<file path="src/rtl/noc_arb_pkg.sv">
// Shared definitions for the NoC output-port arbiter: index direction names
// and the grant FSM state encoding.
package noc_arb_pkg;

    localparam string DIR_LSB0 = "LSB0";
    localparam string DIR_MSB0 = "MSB0";

    typedef enum logic {
        ST_IDLE   = 1'b0,
        ST_LOCKED = 1'b1
    } arb_state_e;

endpackage

</file>
<file path="src/rtl/rr_pick.sv">
// Combinational round-robin pick: first unmasked request at or above ptr,
// wrapping at NUM_SIGNALS, found by searching a doubled request vector.
module rr_pick
    import noc_arb_pkg::*;
#(
    parameter int unsigned NUM_SIGNALS = 4,
    parameter int unsigned PTR_WIDTH   = 2
) (
    input  logic [NUM_SIGNALS-1:0] i_request,
    input  logic [PTR_WIDTH-1:0]   i_ptr,
    input  logic [NUM_SIGNALS-1:0] i_mask,
    output logic [NUM_SIGNALS-1:0] o_oh_c,
    output logic                   o_any_c,
    output logic [PTR_WIDTH-1:0]   o_pos_c
);

    localparam int unsigned DW = 2 * NUM_SIGNALS;

    logic [NUM_SIGNALS-1:0] w_req;
    logic [DW-1:0]          w_dbl;
    logic                   w_hit;

    assign w_req = i_request & ~i_mask;
    // Upper copy supplies the wrapped-around bits below ptr.
    assign w_dbl = {w_req, w_req} & ~((DW'(1) << i_ptr) - DW'(1));

    always_comb begin
        w_hit   = 1'b0;
        o_pos_c = '0;
        for (int unsigned j = 0; j < DW; j++) begin
            if (!w_hit && w_dbl[j]) begin
                w_hit   = 1'b1;
                o_pos_c = (j >= NUM_SIGNALS) ? PTR_WIDTH'(j - NUM_SIGNALS) : PTR_WIDTH'(j);
            end
        end
    end

    assign o_any_c = w_hit;
    assign o_oh_c  = w_hit ? (NUM_SIGNALS'(1) << o_pos_c) : '0;

endmodule

</file>
<file path="src/rtl/rr_grant_encoder.sv">
// Packet-locked round-robin arbiter for a NoC output port with registered
// one-hot grant and crossbar-select index (LSB0 or MSB0 numbering).
module rr_grant_encoder
    import noc_arb_pkg::*;
#(
    parameter int unsigned NUM_SIGNALS = 4,
    parameter string       DIRECTION   = "LSB0",
    parameter int unsigned INDEX_WIDTH = (NUM_SIGNALS > 1) ? $clog2(NUM_SIGNALS) : 1
) (
    input  logic                   clk,
    input  logic                   reset_n,
    input  logic [NUM_SIGNALS-1:0] request,
    input  logic                   out_ready,
    input  logic                   out_last,
    output logic                   grant_valid,
    output logic [NUM_SIGNALS-1:0] grant_oh,
    output logic [INDEX_WIDTH-1:0] grant_idx
);

    localparam bit                     IS_MSB0  = (DIRECTION == DIR_MSB0);
    localparam logic [INDEX_WIDTH-1:0] LAST_POS = INDEX_WIDTH'(NUM_SIGNALS - 1);

    arb_state_e             r_state, w_state_nxt;
    logic [INDEX_WIDTH-1:0] r_ptr, w_ptr_nxt;
    logic [INDEX_WIDTH-1:0] r_win_pos, w_win_pos_nxt;
    logic [INDEX_WIDTH-1:0] w_idx_nxt, w_rel_ptr, w_pick_ptr, w_pick_pos, w_pick_idx;
    logic [NUM_SIGNALS-1:0] w_oh_nxt, w_pick_oh;
    logic                   w_valid_nxt, w_pick_any, w_transfer, w_release;

    // ptr is always an LSB0 bit position; DIRECTION only affects grant_idx.
    assign w_rel_ptr  = (r_win_pos == LAST_POS) ? '0 : r_win_pos + INDEX_WIDTH'(1);
    assign w_pick_ptr = (r_state == ST_LOCKED) ? w_rel_ptr : r_ptr;
    assign w_pick_idx = IS_MSB0 ? LAST_POS - w_pick_pos : w_pick_pos;

    // Tail acceptance or the grantee dropping its request ends the lock.
    assign w_transfer = grant_valid & out_ready;
    assign w_release  = (w_transfer & out_last) | ~(|(request & grant_oh));

    rr_pick #(
        .NUM_SIGNALS (NUM_SIGNALS),
        .PTR_WIDTH   (INDEX_WIDTH)
    ) u_pick (
        .i_request (request),
        .i_ptr     (w_pick_ptr),
        .i_mask    (grant_oh),
        .o_oh_c    (w_pick_oh),
        .o_any_c   (w_pick_any),
        .o_pos_c   (w_pick_pos)
    );

    always_comb begin
        w_state_nxt   = r_state;
        w_ptr_nxt     = r_ptr;
        w_win_pos_nxt = r_win_pos;
        w_valid_nxt   = grant_valid;
        w_oh_nxt      = grant_oh;
        w_idx_nxt     = grant_idx;
        if ((r_state == ST_IDLE) || w_release) begin
            if (r_state == ST_LOCKED) begin
                w_ptr_nxt = w_rel_ptr;
            end
            if (w_pick_any) begin
                w_state_nxt   = ST_LOCKED;
                w_win_pos_nxt = w_pick_pos;
                w_valid_nxt   = 1'b1;
                w_oh_nxt      = w_pick_oh;
                w_idx_nxt     = w_pick_idx;
            end else begin
                w_state_nxt   = ST_IDLE;
                w_win_pos_nxt = '0;
                w_valid_nxt   = 1'b0;
                w_oh_nxt      = '0;
                w_idx_nxt     = '0;
            end
        end
    end

    always_ff @(posedge clk or negedge reset_n) begin
        if (!reset_n) begin
            r_state     <= ST_IDLE;
            r_ptr       <= '0;
            r_win_pos   <= '0;
            grant_valid <= 1'b0;
            grant_oh    <= '0;
            grant_idx   <= '0;
        end else begin
            r_state     <= w_state_nxt;
            r_ptr       <= w_ptr_nxt;
            r_win_pos   <= w_win_pos_nxt;
            grant_valid <= w_valid_nxt;
            grant_oh    <= w_oh_nxt;
            grant_idx   <= w_idx_nxt;
        end
    end

endmodule

</file>
<file path="config.mk">
export PLATFORM = sky130hd
export DESIGN_NAME = rr_grant_encoder
export DESIGN_NICKNAME = d
export VERILOG_FILES = /design/src/rtl/noc_arb_pkg.sv /design/src/rtl/rr_pick.sv /design/src/rtl/rr_grant_encoder.sv
export SDC_FILE = /design/constraint.sdc
export NUM_CORES = 1
export LEC_CHECK = 0
export BUFFER_PORTS_ARGS = -buffer_cell sky130_fd_sc_hd__buf_2
export CAP_MARGIN = 20
export CORE_UTILIZATION = 30
export DETAILED_ROUTE_END_ITERATION = 8
export GPL_TIMING_DRIVEN = 0
export SETUP_SLACK_MARGIN = 0.2
export SLEW_MARGIN = 40
export SYNTH_ARGS = -nofsm -noshare
export SYNTH_HDL_FRONTEND = slang
export SYNTH_SLANG_ARGS = --single-unit
</file>
<file path="constraint.sdc">
create_clock -name clk -period 2.5 [get_ports clk]
set_clock_uncertainty 0.1 [all_clocks]
set_input_delay 0.25 -clock clk [delete_from_list [all_inputs] [get_ports clk]]
set_output_delay 0.25 -clock clk [all_outputs]
set_load 0.1 [all_outputs]
</file>
==> key figures <==
Synth
  – Synthesized area: 579.3 µm²
  – Post-synthesis sequential area ratio: about two fifths
  – Yosys warnings: 0
  – Yosys top cell area share: between 30% and 40%
  – Syn_nets: between 60 and 70
  – Netlist cell types: 26
  – Ranking of synthesized cells by area: dfrtp_1 (39%), nand2_1 (5.8%), a2111oi_4 (4.8%), nand2b_1 (4.3%), o21ai_0 (4.3%)
  – Yosys top cell by area: dfrtp_1
  – Mean area per synthesized cell: roughly 9.7 µm²
  – Seq cells post-synth: 9
  – Cells after synthesis: 60

Clock network
  – Num CTS Buffers: 3
  – Root buffer cell: clkbuf_4
  – CTS Hold Bufs: 1
  – TritonCTS clock tree: yes
  – CTS clock-pin slew for the worst setup and hold paths: around 0.060 ns
  – H-Tree Depth: 1
  – CTS sink cnt: 9
  – Later-pin clock latency in the skew report: roughly 0.26 ns
  – Clock Tree Buf Depth: 2
  – Number of gates resized after CTS: 0
  – Setup Buffers After CTS: 0

Die
  – DIE WIDTH: around 46 µm
  – I/O pin total: 15
  – Core ar.: 1764 µm²
  – Core Rows: 15
  – Die H: around 46 µm
  – Die area: around 2100 µm²
  – Initial Utilization: between 30% and 40%

Worst setup path
  – Worst EP required: between 2 and 3 ns
  – CP Class: reg2reg
  – Worst Setup End Kind: register
  – Crit-path max FO: 5
  – Worst EP arrival: between 1.5 and 2 ns
  – Crit path launch type: register

Placement
  – Hpwl dp: 989.9 µm
  – Placer Congestion: about 0.74
  – Port bufs: 14

Timing
  – Fin crit period: between 1.5 and 2 ns
  – Final Hold Viols: 0
  – Crit share post-route: approximately three quarters
  – Relative slew slack: between 60% and 70%
  – Final setup vio count: 0
  – Final setup TNS: 0 ns
  – Final slew viol count: 0
  – RSZ-0062 raised after global routing: false
  – Worst-Margin Slew: around 0.5 ns
  – F_max: approximately 530 MHz

Min path
  – Hold WC Path Type: in2reg

Finish
  – Nets: between 80 and 90
  – N_diodes: 0
  – Synth-to-Final Area Change: 24.19%
  – Fraction of layout cells with a size suffix above 1: 32.91%
  – Commonest cells after routing, fill and taps aside: buf_2 (15), nand2_1 (9), dfrtp_1 (7)
  – Leading cell type in the layout, fill and taps excluded: buf_2

Routing
  – DRT iter0 DRCs: 11
  – DR pass1 iterations: 4
  – Vias per cell: roughly 5.1
  – Routed wire length: about 1.3 mm
  – Avg WL per Cell: approximately 12 µm
  – Vias: around 530
  – Post-DRT Antenna Nets: 0
  – DR DRC count: 0

GRT
  – Global-route wire length before repair: approximately 2 mm
  – Total grt overflow: 0
  – Initial antenna violation count: 0
  – Vias in the first global route: between 400 and 500
  – Pin count of the biggest net entering global routing: 11
  – GR Util All Layers: 13.90%

Job
  – Max cap viols: 0

Status
  – Status: completed
-- final timing paths --
path	startpoint	to	slack (ns)	cells past startpoint
max	grant_idx[0]	grant_oh[1]	0.60	6
min	request[2]	r_state	0.25	3
max reg2reg	grant_idx[0]	grant_oh[1]	0.60	6
min reg2reg	grant_idx[1]	grant_idx[1]	0.40	2
max in group asynchronous	reset_n	grant_idx[0]	1.81	2
min in group asynchronous	reset_n	grant_oh[0]	0.29	2
-- cells by family (layout without fill, tap and decap cells) --
| family | after synthesis | after routing | synth area share, % |
|---|---|---|---|
| AO/OA/AOI/OAI | 18 | 18 | 22.68 |
| adder cells (fa/ha/maj) | 1 | 1 | 2.159 |
| buffers and inverters | 1 | 20 | 0.8631 |
| flip-flops | 9 | 9 | 38.88 |
| multiplexers | 4 | 4 | 8.206 |
| AND/OR/NAND/NOR | 27 | 27 | 27.21 |
-- flip-flops by register name (all words and copies together), names as in the netlist --
signal and count:
r_state 1, grant_oh 4, grant_idx 2, r_ptr 2
-- worst max-delay path, stage by stage, from the launching register on --
cell	delay, ns
dfrtp_2	0.43
ha_1	0.31
mux2_4	0.18
o21ai_1	0.08
and3_4	0.19
a2111oi_4	0.36
a22o_1	0.19
-- cell type report --
| class | count | area, µm² |
|---|---|---|
| Buffer | 1 | 5.005 |
| Clock buffer | 4 | 26.28 |
| Fill cell | 194 | 1045 |
| Multi-Input combinational cell | 50 | 349.1 |
| Sequential cell | 9 | 227.7 |
| Tap cell | 25 | 31.28 |
| Timing Repair Buffer | 15 | 80.08 |
-- per-stage QoR --
step	cell area (µm²)	utilization, %	setup WS [ns]	std cells	hold WS (ns)
after floorplan	581.8	-	0.2656	60	-0.1456
after global placement	683.2	38.72	0.6326	99	0.01381
after detailed placement	683.2	38.72	0.6260	99	0.01357
after CTS	719.4	40.78	0.6080	104	0.2410
after global routing	719.4	40.78	0.5213	104	0.2945
final	719.4	40.78	0.6038	104	0.2500
-- cells in the mapped netlist (all sizes together) --
master,count
a2111oi,1
a21oi,4
a22o,2
a22oi,2
and2b,1
and3,1
buf,1
dfrtp,9
ha,1
mux2,3
mux2i,1
nand2,9
nand2b,4
nand3,2
nand4b,2
nor2,1
nor2b,3
nor3,1
nor3b,1
o21a,1
o21ai,7
o32ai,1
or2b,1
or3b,1
-- per-layer routing --
layer / up-vias / share of wire, % / GRT usage (%)
met5: - / 0 / 0
met4: 0 / 0.77 / 10.59
met3: 2 / 3.3 / 1.190
met2: 12 / 50 / 20.85
met1: 251 / 46 / 18.25
li1: 263 / - / -
Power is left out: the tool's default activity adds up to more than one toggle a clock period on the data nets, which glitch-free logic cannot reach.
